### config.mk
export PLATFORM = sky130hd
export DESIGN_NAME = demux4_dispatch_flat
export DESIGN_NICKNAME = d
export VERILOG_FILES = /design/src/rtl/demux_pkg.sv /design/src/rtl/demux4_dispatch_if.sv /design/src/rtl/demux4_dispatch_rr_pick.sv /design/src/rtl/demux4_dispatch.sv /design/src/flat_wrapper.sv
export SDC_FILE = /design/constraint.sdc
export NUM_CORES = 1
export LEC_CHECK = 0
export BUFFER_PORTS_ARGS = -buffer_cell sky130_fd_sc_hd__buf_2
export CAP_MARGIN = 20
export CELL_PAD_IN_SITES_DETAIL_PLACEMENT = 1
export CELL_PAD_IN_SITES_GLOBAL_PLACEMENT = 1
export CORE_MARGIN = 2
export CORE_UTILIZATION = 29
export CTS_CLUSTER_DIAMETER = 40
export CTS_CLUSTER_SIZE = 24
export DETAILED_ROUTE_END_ITERATION = 7
export PLACE_DENSITY_LB_ADDON = 0.1
export SLEW_MARGIN = 5
export SYNTH_ARGS = -nofsm -noshare
export SYNTH_HDL_FRONTEND = slang
export SYNTH_HIERARCHICAL = 1
export SYNTH_SLANG_ARGS = --single-unit
### constraint.sdc
create_clock -name clk -period 1.25 [get_ports clk]
set_input_delay 0.125 -clock clk [delete_from_list [all_inputs] [get_ports clk]]
set_output_delay 0.125 -clock clk [all_outputs]
set_load 0.01 [all_outputs]
### src/rtl/demux_pkg.sv
// Shared constants and state encoding for the 4-way round-robin dispatcher.
package demux_pkg;

  localparam int unsigned NUM_CH = 4;
  localparam int unsigned SEL_W  = 2;

  typedef enum logic {
    IDLE = 1'b0,
    HOLD = 1'b1
  } state_e;

endpackage

### src/rtl/demux4_dispatch_if.sv
// Producer stream, per-channel consumer handshakes and demux select of the dispatcher.
interface demux4_dispatch_if #(
  parameter int unsigned WIDTH = 8
);
  import demux_pkg::*;

  logic              in_valid;
  logic              in_ready;
  logic [WIDTH-1:0]  in_data;
  logic [NUM_CH-1:0] chan_en;
  logic [NUM_CH-1:0] out_valid;
  logic [NUM_CH-1:0] out_ready;
  logic [WIDTH-1:0]  out_data;
  logic [SEL_W-1:0]  sel;
  logic              busy;

  // Environment side: producer, consumers and channel enables.
  modport master (
    output in_valid, in_data, chan_en, out_ready,
    input  in_ready, out_valid, out_data, sel, busy
  );

  // Dispatcher side.
  modport slave (
    input  in_valid, in_data, chan_en, out_ready,
    output in_ready, out_valid, out_data, sel, busy
  );

endinterface

### src/rtl/demux4_dispatch_rr_pick.sv
// Rotate-priority picker: first enabled channel at or after ptr, wrapping modulo NUM_CH.
module rr_pick
  import demux_pkg::*;
(
  input  logic [NUM_CH-1:0] en,
  input  logic [SEL_W-1:0]  ptr,
  output logic [SEL_W-1:0]  target,
  output logic              found
);

  logic [SEL_W-1:0] idx;

  // Scan from the farthest offset down so the nearest enabled channel wins.
  always_comb begin
    target = '0;
    found  = 1'b0;
    idx    = '0;
    for (int k = NUM_CH - 1; k >= 0; k--) begin
      idx = ptr + SEL_W'(k);
      if (en[idx]) begin
        target = idx;
        found  = 1'b1;
      end
    end
  end

endmodule

### src/rtl/demux4_dispatch.sv
// Buffers one input word and steers it to the next enabled output channel in rotating order.
module demux4_dispatch
  import demux_pkg::*;
#(
  parameter int unsigned WIDTH = 8
) (
  input logic                clk,
  input logic                rst,
  demux4_dispatch_if.slave   bus
);

  state_e           state_q, state_d;
  logic [SEL_W-1:0] ptr_q, ptr_d;
  logic [SEL_W-1:0] sel_q, sel_d;
  logic [WIDTH-1:0] data_q, data_d;

  logic [SEL_W-1:0] pick;
  logic             found;
  logic             deliver;
  logic             ready;
  logic             accept;

  rr_pick u_pick (
    .en     (bus.chan_en),
    .ptr    (ptr_q),
    .target (pick),
    .found  (found)
  );

  // Only the selected consumer's ready matters; others are ignored.
  assign deliver = (state_q == HOLD) && bus.out_ready[sel_q];
  assign ready   = !rst && ((state_q == IDLE) || deliver) && found;
  assign accept  = bus.in_valid && ready;

  always_comb begin
    state_d = state_q;
    ptr_d   = ptr_q;
    sel_d   = sel_q;
    data_d  = data_q;
    if (accept) begin
      state_d = HOLD;
      sel_d   = pick;
      ptr_d   = pick + SEL_W'(1);
      data_d  = bus.in_data;
    end else if (deliver) begin
      state_d = IDLE;
    end
  end

  always_ff @(posedge clk) begin
    if (rst) begin
      state_q <= IDLE;
      ptr_q   <= '0;
      sel_q   <= '0;
      data_q  <= '0;
    end else begin
      state_q <= state_d;
      ptr_q   <= ptr_d;
      sel_q   <= sel_d;
      data_q  <= data_d;
    end
  end

  always_comb begin
    bus.out_valid = '0;
    if (state_q == HOLD) begin
      bus.out_valid[sel_q] = 1'b1;
    end
  end

  assign bus.in_ready = ready;
  assign bus.out_data = data_q;
  assign bus.sel      = sel_q;
  assign bus.busy     = (state_q == HOLD);

endmodule
### src/flat_wrapper.sv
// flat-port wrapper written by rule: the top's interface ports become plain ports
module demux4_dispatch_flat import demux_pkg::*;
#(
  parameter int unsigned WIDTH = 8
)
  (clk, rst, bus_in_valid, bus_in_data, bus_chan_en, bus_out_ready, bus_in_ready, bus_out_valid, bus_out_data, bus_sel, bus_busy);
  demux4_dispatch_if #(.WIDTH(WIDTH)) bus_i ();
  input logic clk;
  input logic rst;
  input wire logic [$bits(bus_i.in_valid)-1:0] bus_in_valid;
  input wire logic [$bits(bus_i.in_data)-1:0] bus_in_data;
  input wire logic [$bits(bus_i.chan_en)-1:0] bus_chan_en;
  input wire logic [$bits(bus_i.out_ready)-1:0] bus_out_ready;
  output wire logic [$bits(bus_i.in_ready)-1:0] bus_in_ready;
  output wire logic [$bits(bus_i.out_valid)-1:0] bus_out_valid;
  output wire logic [$bits(bus_i.out_data)-1:0] bus_out_data;
  output wire logic [$bits(bus_i.sel)-1:0] bus_sel;
  output wire logic [$bits(bus_i.busy)-1:0] bus_busy;
  assign bus_i.in_valid = bus_in_valid;
  assign bus_i.in_data = bus_in_data;
  assign bus_i.chan_en = bus_chan_en;
  assign bus_i.out_ready = bus_out_ready;
  assign bus_in_ready = bus_i.in_ready;
  assign bus_out_valid = bus_i.out_valid;
  assign bus_out_data = bus_i.out_data;
  assign bus_sel = bus_i.sel;
  assign bus_busy = bus_i.busy;
  demux4_dispatch #(.WIDTH(WIDTH)) u_core (.clk(clk), .rst(rst), .bus(bus_i));
endmodule
Word level (Yosys, flattened, before mapping)
Index checks and enable logic that the tools add are counted. W data, S select, Z words.

Register bits: 13. Input bits: 19. Output and inout bits: 16.

Add/sub/neg operators: 4. Magnitude comparators: 6. Mux-type cells: 23. Bitwise gates (word level): 1. Reduce and logical (&&, ||, !) cells: 8.

Operators with widths (number): $lt A2 B3 Y1 const B (5); $mux W1 (12); $bmux W1 S2 (5); $mux W2 (4); $logic_and A1 B1 Y1 (5); $add A2 B1 Y2 const B (2); $add A2 B2 Y2 const B (2); $mux W4 (1); $demux W1 S2 (1); $ge A2 B1 Y1 const B (1); $reduce_bool A2 Y1 (1); $logic_not A1 Y1 (1); $logic_or A1 B1 Y1 (1); $not A1 Y1 (1).

Depth between registers and ports, before layout
Gate-level depths: netlist of run 1.

Word-level depth: 10. Gate-level depth with buffers: 6. Mapped depth without buffers: 6.

Modules after synthesis
The synthesis of run 1 kept the hierarchy.

By module, submodules not included: demux4_dispatch (times used 1, cells each 66, area each 661.9 um^2, seq. area each 260.2 um^2); rr_pick (times used 1, cells each 13, area each 77.6 um^2, seq. area each 0.0 um^2).

Worst setup path before layout of run 1
Ideal clock, no wire load.

Path kind: register to register. Start: register u_core.sel_q[1] (netlist: u_core/bus.sel[1]). End: register u_core.ptr_q[0]. Setup time: 0.121 ns. Arrival: 1.325 ns. Data required time: 1.129 ns. Path slack: -0.195 ns. Cell stages (with the launch flop): 4. Path buffers: 0. Period minus slack after synthesis: 1.445 ns. Cell sequence: dfxtp_1 -> mux2i_1 -> a221oi_2 -> mux2_2.

Longest elaborated chain between the ends: 7.

RTL lines: from (decl) (line demux4_dispatch.sv:14) `logic [SEL_W-1:0] sel_q, sel_d;`; from (signal assigned) (line demux4_dispatch.sv:59) `sel_q <= sel_d;`; $bmux W1 S2 (line demux4_dispatch.sv:31) `assign deliver = (state_q == HOLD) && bus.out_ready[sel_q];`; $mux W1 (implied by the code) (line demux4_dispatch.sv:31); $logic_and A1 B1 Y1 (line demux4_dispatch.sv:31); $logic_or A1 B1 Y1 (line demux4_dispatch.sv:32) `assign ready = !rst && ((state_q == IDLE) || deliver) && found;`; $logic_and A1 B1 Y1 (2 in a row) (line demux4_dispatch.sv:32); $logic_and A1 B1 Y1 (line demux4_dispatch.sv:33) `assign accept = bus.in_valid && ready;`; to (signal assigned) (line demux4_dispatch.sv:58) `ptr_q <= ptr_d;`; to (decl) (line demux4_dispatch.sv:13) `logic [SEL_W-1:0] ptr_q, ptr_d;`.

No other way between the ends. The select of a mux whose other input is x is not followed. A chain may end at the register's enable or synchronous reset.

Worst setup path in the final report of run 1
Start: register u_core.state_q (netlist: u_core/bus.busy). End: output port bus_in_ready.

Longest elaborated chain between the ends: 4. Elaborated cells between the ends (all ways): 5.

RTL lines: from (decl) (line demux4_dispatch.sv:12) `state_e state_q, state_d;`; from (signal assigned) (line demux4_dispatch.sv:57) `state_q <= state_d;`; $logic_and A1 B1 Y1 / $not A1 Y1 (equally long branches) (line demux4_dispatch.sv:31, demux4_dispatch.sv:32); $logic_or A1 B1 Y1 * (line demux4_dispatch.sv:32); $logic_and A1 B1 Y1 * (2 in a row) (line demux4_dispatch.sv:32); to (decl) (line flat_wrapper.sv:14) `output wire logic [$bits(bus_i.in_ready)-1:0] bus_in_ready;`.

Every way passes the cells marked *; elsewhere a longest branch is shown, timed or not.

==> out/metrics.yaml, run 1 <==
finish:
  fin_nets: 145
  fin_cells: 155
  final_util: 0.471
  layout_common_cells: "buf_2, nand2b_1, mux2i_1"
  drive_gt1_frac: 0.536
  fillCellCount: 291
  diodes: 0
  mostFrequentLayoutCell: "buf_2"
  area_delta_synth_final_pct: 56.5
timing:
  period_share: 1.21
  setup_ws_ns: -0.260
  fmaxAchievable_mhz: 662
  setup_viol: 16
  whs_ns: 0.0930
  slew_headroom: 0.762
  finalCriticalPeriod_ns: 1.51
  tightest_slew_ns: 0.356
  hold_viol: 0
  skew_ns: 0.00164
  slew_viol_final: 0
  grt_setup_unrepaired: "yes"
worst_setup_path:
  cp_data_required_time_ns: 1.12
  r2r_cells: 4
  r2r-start: "u_core/bus.sel[1]$_SDFFE_PP0P_"
  critPathArrivalTime_ns: 1.39
  endpoint_kind: "primary output"
  crit_fanout: 3
  r2r-end: "u_core/bus.out_data[6]$_SDFFE_PP0P_"
  rrSetupSlack_ns: -0.21
  start_kind: "flip-flop"
  startpoint: "u_core/bus.busy$_SDFFE_PP0P_"
  critPathKind: "reg -> out"
  crit_path_end: "bus_in_ready"
yosys:
  synthCells: 79
  yosysTopAreaCell: "dfxtp_1"
  synthTopCellsByArea: "dfxtp_1, nand2b_1, mux2i_1"
  synth_cell_types: 22
  synth.cell_area_um2: 739
  yosys_warnings: 6
  ys_seq_area_frac: 0.352
  synth.avg_cell_area_um2: 9.36
  ys_seq_elements: 13
  yosysTopAreaCellShare: 0.352
  synth_nets: 98
drt:
  routed_via_density: 4.54
  route.antenna.remaining_nets: 0
  postRouteWirelength_um: 1910
  vias: 704
  drt_iter0_drc: 8
  drtPass1Iterations: 3
  drcViolationCount: 0
  wl_per_cell_um: 12.3
floorplan:
  design.core.area_mm2: 0.00245
  die_w_um: 54.5
  fp.dieH_um: 54.5
  ios: 35
  num_rows: 18
  dieArea_mm2: 0.00297
  start_util: 0.301
grt:
  grt-ovfl-total: 0
  antenna_found_initial: 0
  track_usage: 0.139
  grt_pass1_vias: 671
  grt_pass1_wl_um: 2880
  grt_max_degree: 27
min_path:
  worstHoldStart: "bus_in_data[2]"
  hp-class: "in -> reg"
clock_tree:
  h-tree-depth: 1
  cts_root_buf: "clkbuf_4"
  clock_latency_ns: 0.28
  cts.sinks: 13
  numCtsBuffers: 3
  cts_buffer_depth: 2
  cts_tree: "built"
  cts.clk_slew.worst_paths_ns: 0.09
pwr:
  switching_share: 0.305
  ir_drop_uv: 549
  pwr-share-seq: 0.437
  pwr-share-comb: 0.317
  p_sw_mw: 0.340
  clockPowerShare: 0.246
  power_mw: 1.11
  p_leak_nw: 0.539
  p_per_area_mw_per_mm2: 962
  p_int_mw: 0.773
outcome:
  status: "complete, but fails checks"
  failed_checks: "setup timing"
flow_run:
  cap_violations: 0
place:
  placed_cells_incl_taps: 150
  place_ws_ns: -0.176
  dpl.hpwl_um: 1400
  place_congestion: 0.668
  port_buffers: 34
[worst min-delay path by stage]
stage,cells after the start,slack (ns),endpoint
3_3_place_gp,3,0.39,u_core/bus.out_data[1]$_SDFFE_PP0P_
5_1_grt,3,0.09,u_core/bus.out_data[3]$_SDFFE_PP0P_
4_1_cts,3,0.08,u_core/bus.out_data[2]$_SDFFE_PP0P_
6_report,3,0.09,u_core/bus.out_data[2]$_SDFFE_PP0P_
2_1_floorplan,2,0.28,u_core/bus.out_data[3]$_SDFFE_PP0P_
3_5_place_dp,3,0.40,u_core/bus.out_data[2]$_SDFFE_PP0P_
[layer usage]
| metal | vias to the layer above | track usage | share of wire |
|---|---|---|---|
| li1 | 358 | - | - |
| met1 | 323 | 0.162 | 0.45 |
| met2 | 21 | 0.231 | 0.48 |
| met3 | 2 | 0.0355 | 0.061 |
| met4 | 0 | 0.0750 | 0.0063 |
| met5 | - | 0 | 0 |
[layout make-up]
type / count / area [um2] / share of cell area
Clock buffer: 3 / 22.5 / 0.0195
Clock inverter: 1 / 5.00 / 0.00432
Multi-Input combinational cell: 63 / 528 / 0.456
Sequential cell: 13 / 268 / 0.231
Tap cell: 30 / 37.5 / 0.0324
Timing Repair Buffer: 45 / 297 / 0.256
[kinds of logic (layout without fill, tap and decap cells)]
| kind of cell | count (synthesis) | count (layout) | share of synthesized area |
|---|---|---|---|
| and+or+nand+nor | 41 | 41 | 0.333 |
| xor gates and xnor gates | 1 | 1 | 0.0118 |
| buffers and inverters | 3 | 49 | 0.0254 |
| AOI/OAI and AO/OA | 6 | 6 | 0.0711 |
| DFF | 13 | 13 | 0.352 |
| muxes | 15 | 15 | 0.206 |
[worst max-delay path, cell delays in order (launching register included)]
cell,delay [ns]
dfxtp_2,0.34
and2_4,0.17
buf_6,0.12
a22oi_2,0.18
and3b_1,0.17
buf_2,0.12
[repair_timing]
item,in CTS,in global routing
hold endpoints to repair,0,0
buffers inserted,4,0
pin swaps,3,4
setup endpoints to repair,16,18
hold buffers,0,0
gates resized for setup,20,3
[cells in the mapped netlist (all sizes together)]
library cell / count
nand2: 3
clkbuf: 2
and3: 1
nor3b: 1
nor2b: 3
a221oi: 1
or2b: 1
nor2: 6
mux2: 2
xnor2: 1
a21oi: 2
and3b: 1
and2: 2
mux2i: 13
and2b: 2
buf: 1
a22oi: 1
nand2b: 21
dfxtp: 13
a211oi: 2
[sequential cells by signal, summed over array words and instances, names as in the netlist]
| name | flops |
|---|---|
| u_core/bus.sel | 2 |
| u_core/ptr_q | 2 |
| u_core/bus.busy | 1 |
| u_core/bus.out_data | 8 |
[power by group through the flow]
stage	Sequential [mW]	Combinational, mW	Clock [mW]
after floorplan	0.502	0.167	0
after global placement	0.489	0.304	0
final	0.486	0.353	0.274
after detailed placement	0.492	0.312	0
after global routing	0.492	0.384	0.313
after CTS	0.487	0.361	0.294
[through the flow]
stage               setup TNS [ns]  cell area [um2]
floorplan                   -0.358              759
global placement             -1.45             1020
detailed placement           -1.64             1020
CTS                          -3.23             1160
global route                 -4.02             1160
finish                       -2.78             1160
Note: power is estimated with default switching activity, not from simulation.
==> run 2: changes to the inputs <==
--- a/config.mk
+++ b/config.mk
@@ -14,6 +14,7 @@
 export CTS_CLUSTER_DIAMETER = 40
 export CTS_CLUSTER_SIZE = 24
 export DETAILED_ROUTE_END_ITERATION = 7
+export GPL_TIMING_DRIVEN = 0
 export PLACE_DENSITY_LB_ADDON = 0.1
 export SLEW_MARGIN = 5
 export SYNTH_ARGS = -nofsm -noshare
==> out/metrics.yaml, run 2 (synthesis results as in run 1) <==
drt:
  route.antenna.remaining_nets: 0
  highest_layer: "met4"
  routed_via_density: 4.55
  wl_per_cell_um: 13.3
  drt_iter0_drc: 3
  met3_length_um: 105
  vias: 696
  wl_met2_um: 1020
  drcViolationCount: 0
  postRouteWirelength_um: 2040
  drtPass1Iterations: 2
  wl_met1_um: 888
finish:
  fin_nets: 143
  mostFrequentLayoutCell: "buf_2"
  diodes: 0
  layout_common_cells: "buf_2, nand2b_1, mux2i_1"
  drive_gt1_frac: 0.528
  final_util: 0.462
  largest_reg_flops: 8
  area_delta_synth_final_pct: 53.3
  fin_cells: 153
worst_setup_path:
  critPathKind: "reg -> out"
  endpoint_kind: "primary output"
  crit_fanout: 3
  cp_data_required_time_ns: 1.12
  start_kind: "flip-flop"
  critPathArrivalTime_ns: 1.37
min_path:
  hp-class: "in -> reg"
floorplan:
  die_w_um: 54.5
  fp.dieH_um: 54.5
  num_rows: 18
  dieArea_mm2: 0.00297
  ios: 35
  design.core.area_mm2: 0.00245
  start_util: 0.301
timing:
  slew_viol_final: 0
  skew_ns: 0.00265
  grt_setup_unrepaired: "yes"
  period_share: 1.20
  hold_viol: 0
  whs_ns: 0.105
  setup_ws_ns: -0.248
  slew_headroom: 0.724
  tightest_slew_ns: 0.413
  setup_viol: 17
  tns_ns: -2.29
  fmaxAchievable_mhz: 667
  finalCriticalPeriod_ns: 1.50
place:
  dpl.hpwl_um: 1420
  port_buffers: 34
  placed_cells_incl_taps: 143
  place_congestion: 0.692
grt:
  grt_pass1_vias: 706
  grt_max_degree: 11
  grt-ovfl-total: 0
  antenna_found_initial: 0
  grt_pass1_wl_um: 3150
  track_usage: 0.150
outcome:
  failed_checks: "setup timing"
  status: "complete, but fails checks"
clock_tree:
  cts_root_buf: "clkbuf_4"
  cts.sinks: 13
  cts_tree: "built"
  numCtsBuffers: 3
  clock_latency_ns: 0.27
  h-tree-depth: 1
  cts.clk_slew.worst_paths_ns: 0.08
  cts_hold_buffers: 0
  cts_buffer_depth: 2
flow_run:
  cap_violations: 0
pwr:
  p_per_area_mw_per_mm2: 969
  ir_drop_uv: 631
  p_leak_nw: 0.520
## run 2: path summary, 6_finish.rpt
path | to | slack, ns | cells after the start | startpoint
setup / recovery | bus_in_ready | -0.25 | 4 | u_core/bus.sel[1]$_SDFFE_PP0P_
hold / removal | u_core/bus.out_data[1]$_SDFFE_PP0P_ | 0.11 | 3 | bus_in_data[1]
setup reg to reg | u_core/ptr_q[1]$_SDFFE_PP0P_ | -0.21 | 4 | u_core/bus.sel[1]$_SDFFE_PP0P_
hold reg to reg | u_core/bus.out_data[5]$_SDFFE_PP0P_ | 0.47 | 2 | u_core/bus.out_data[5]$_SDFFE_PP0P_
## run 2: timing repair
action / 4_1_cts / 5_1_grt
buffers inserted: 5 / 1
resized for setup: 21 / 4
pin swaps: 8 / 0
cloned: 1 / 0
endpoints found under the setup margin: 15 / 17
## run 2: stage by stage
stage	total power [mW]	setup WS (ns)	cell area (um2)
2_1_floorplan	0.668	-0.0650	759
3_3_place_gp	0.761	-0.133	967
3_5_place_dp	0.770	-0.167	967
4_1_cts	1.11	-0.242	1120
5_1_grt	1.17	-0.335	1130
6_report	1.10	-0.248	1130
## run 2: layer usage
layer	up-vias	global-route usage
met5	-	0
met4	0	0.0750
met3	2	0.0164
met2	21	0.263
met1	320	0.179
li1	353	-
## run 2: where the power goes
| part | switching (mW) | total [mW] | internal [mW] |
|---|---|---|---|
| clock | 0.140 | 0.264 | 0.123 |
| combinational | 0.152 | 0.346 | 0.194 |
| sequential | 0.0349 | 0.489 | 0.454 |
## run 2: layout make-up
| class | count | area [um2] |
|---|---|---|
| repair buffers | 40 | 239 |
| well taps | 30 | 37.5 |
| plain buffers | 3 | 18.8 |
| flip-flops and latches | 13 | 272 |
| clock buffers | 4 | 26.3 |
| multi-input cells | 63 | 541 |
| fillers | 310 | 1320 |
## run 2: critical path, stage by stage (launching register included)
cell and delay [ns]:
dfxtp_4 0.40, mux2i_4 0.29, a22oi_2 0.11, and3b_1 0.17, buf_2 0.13
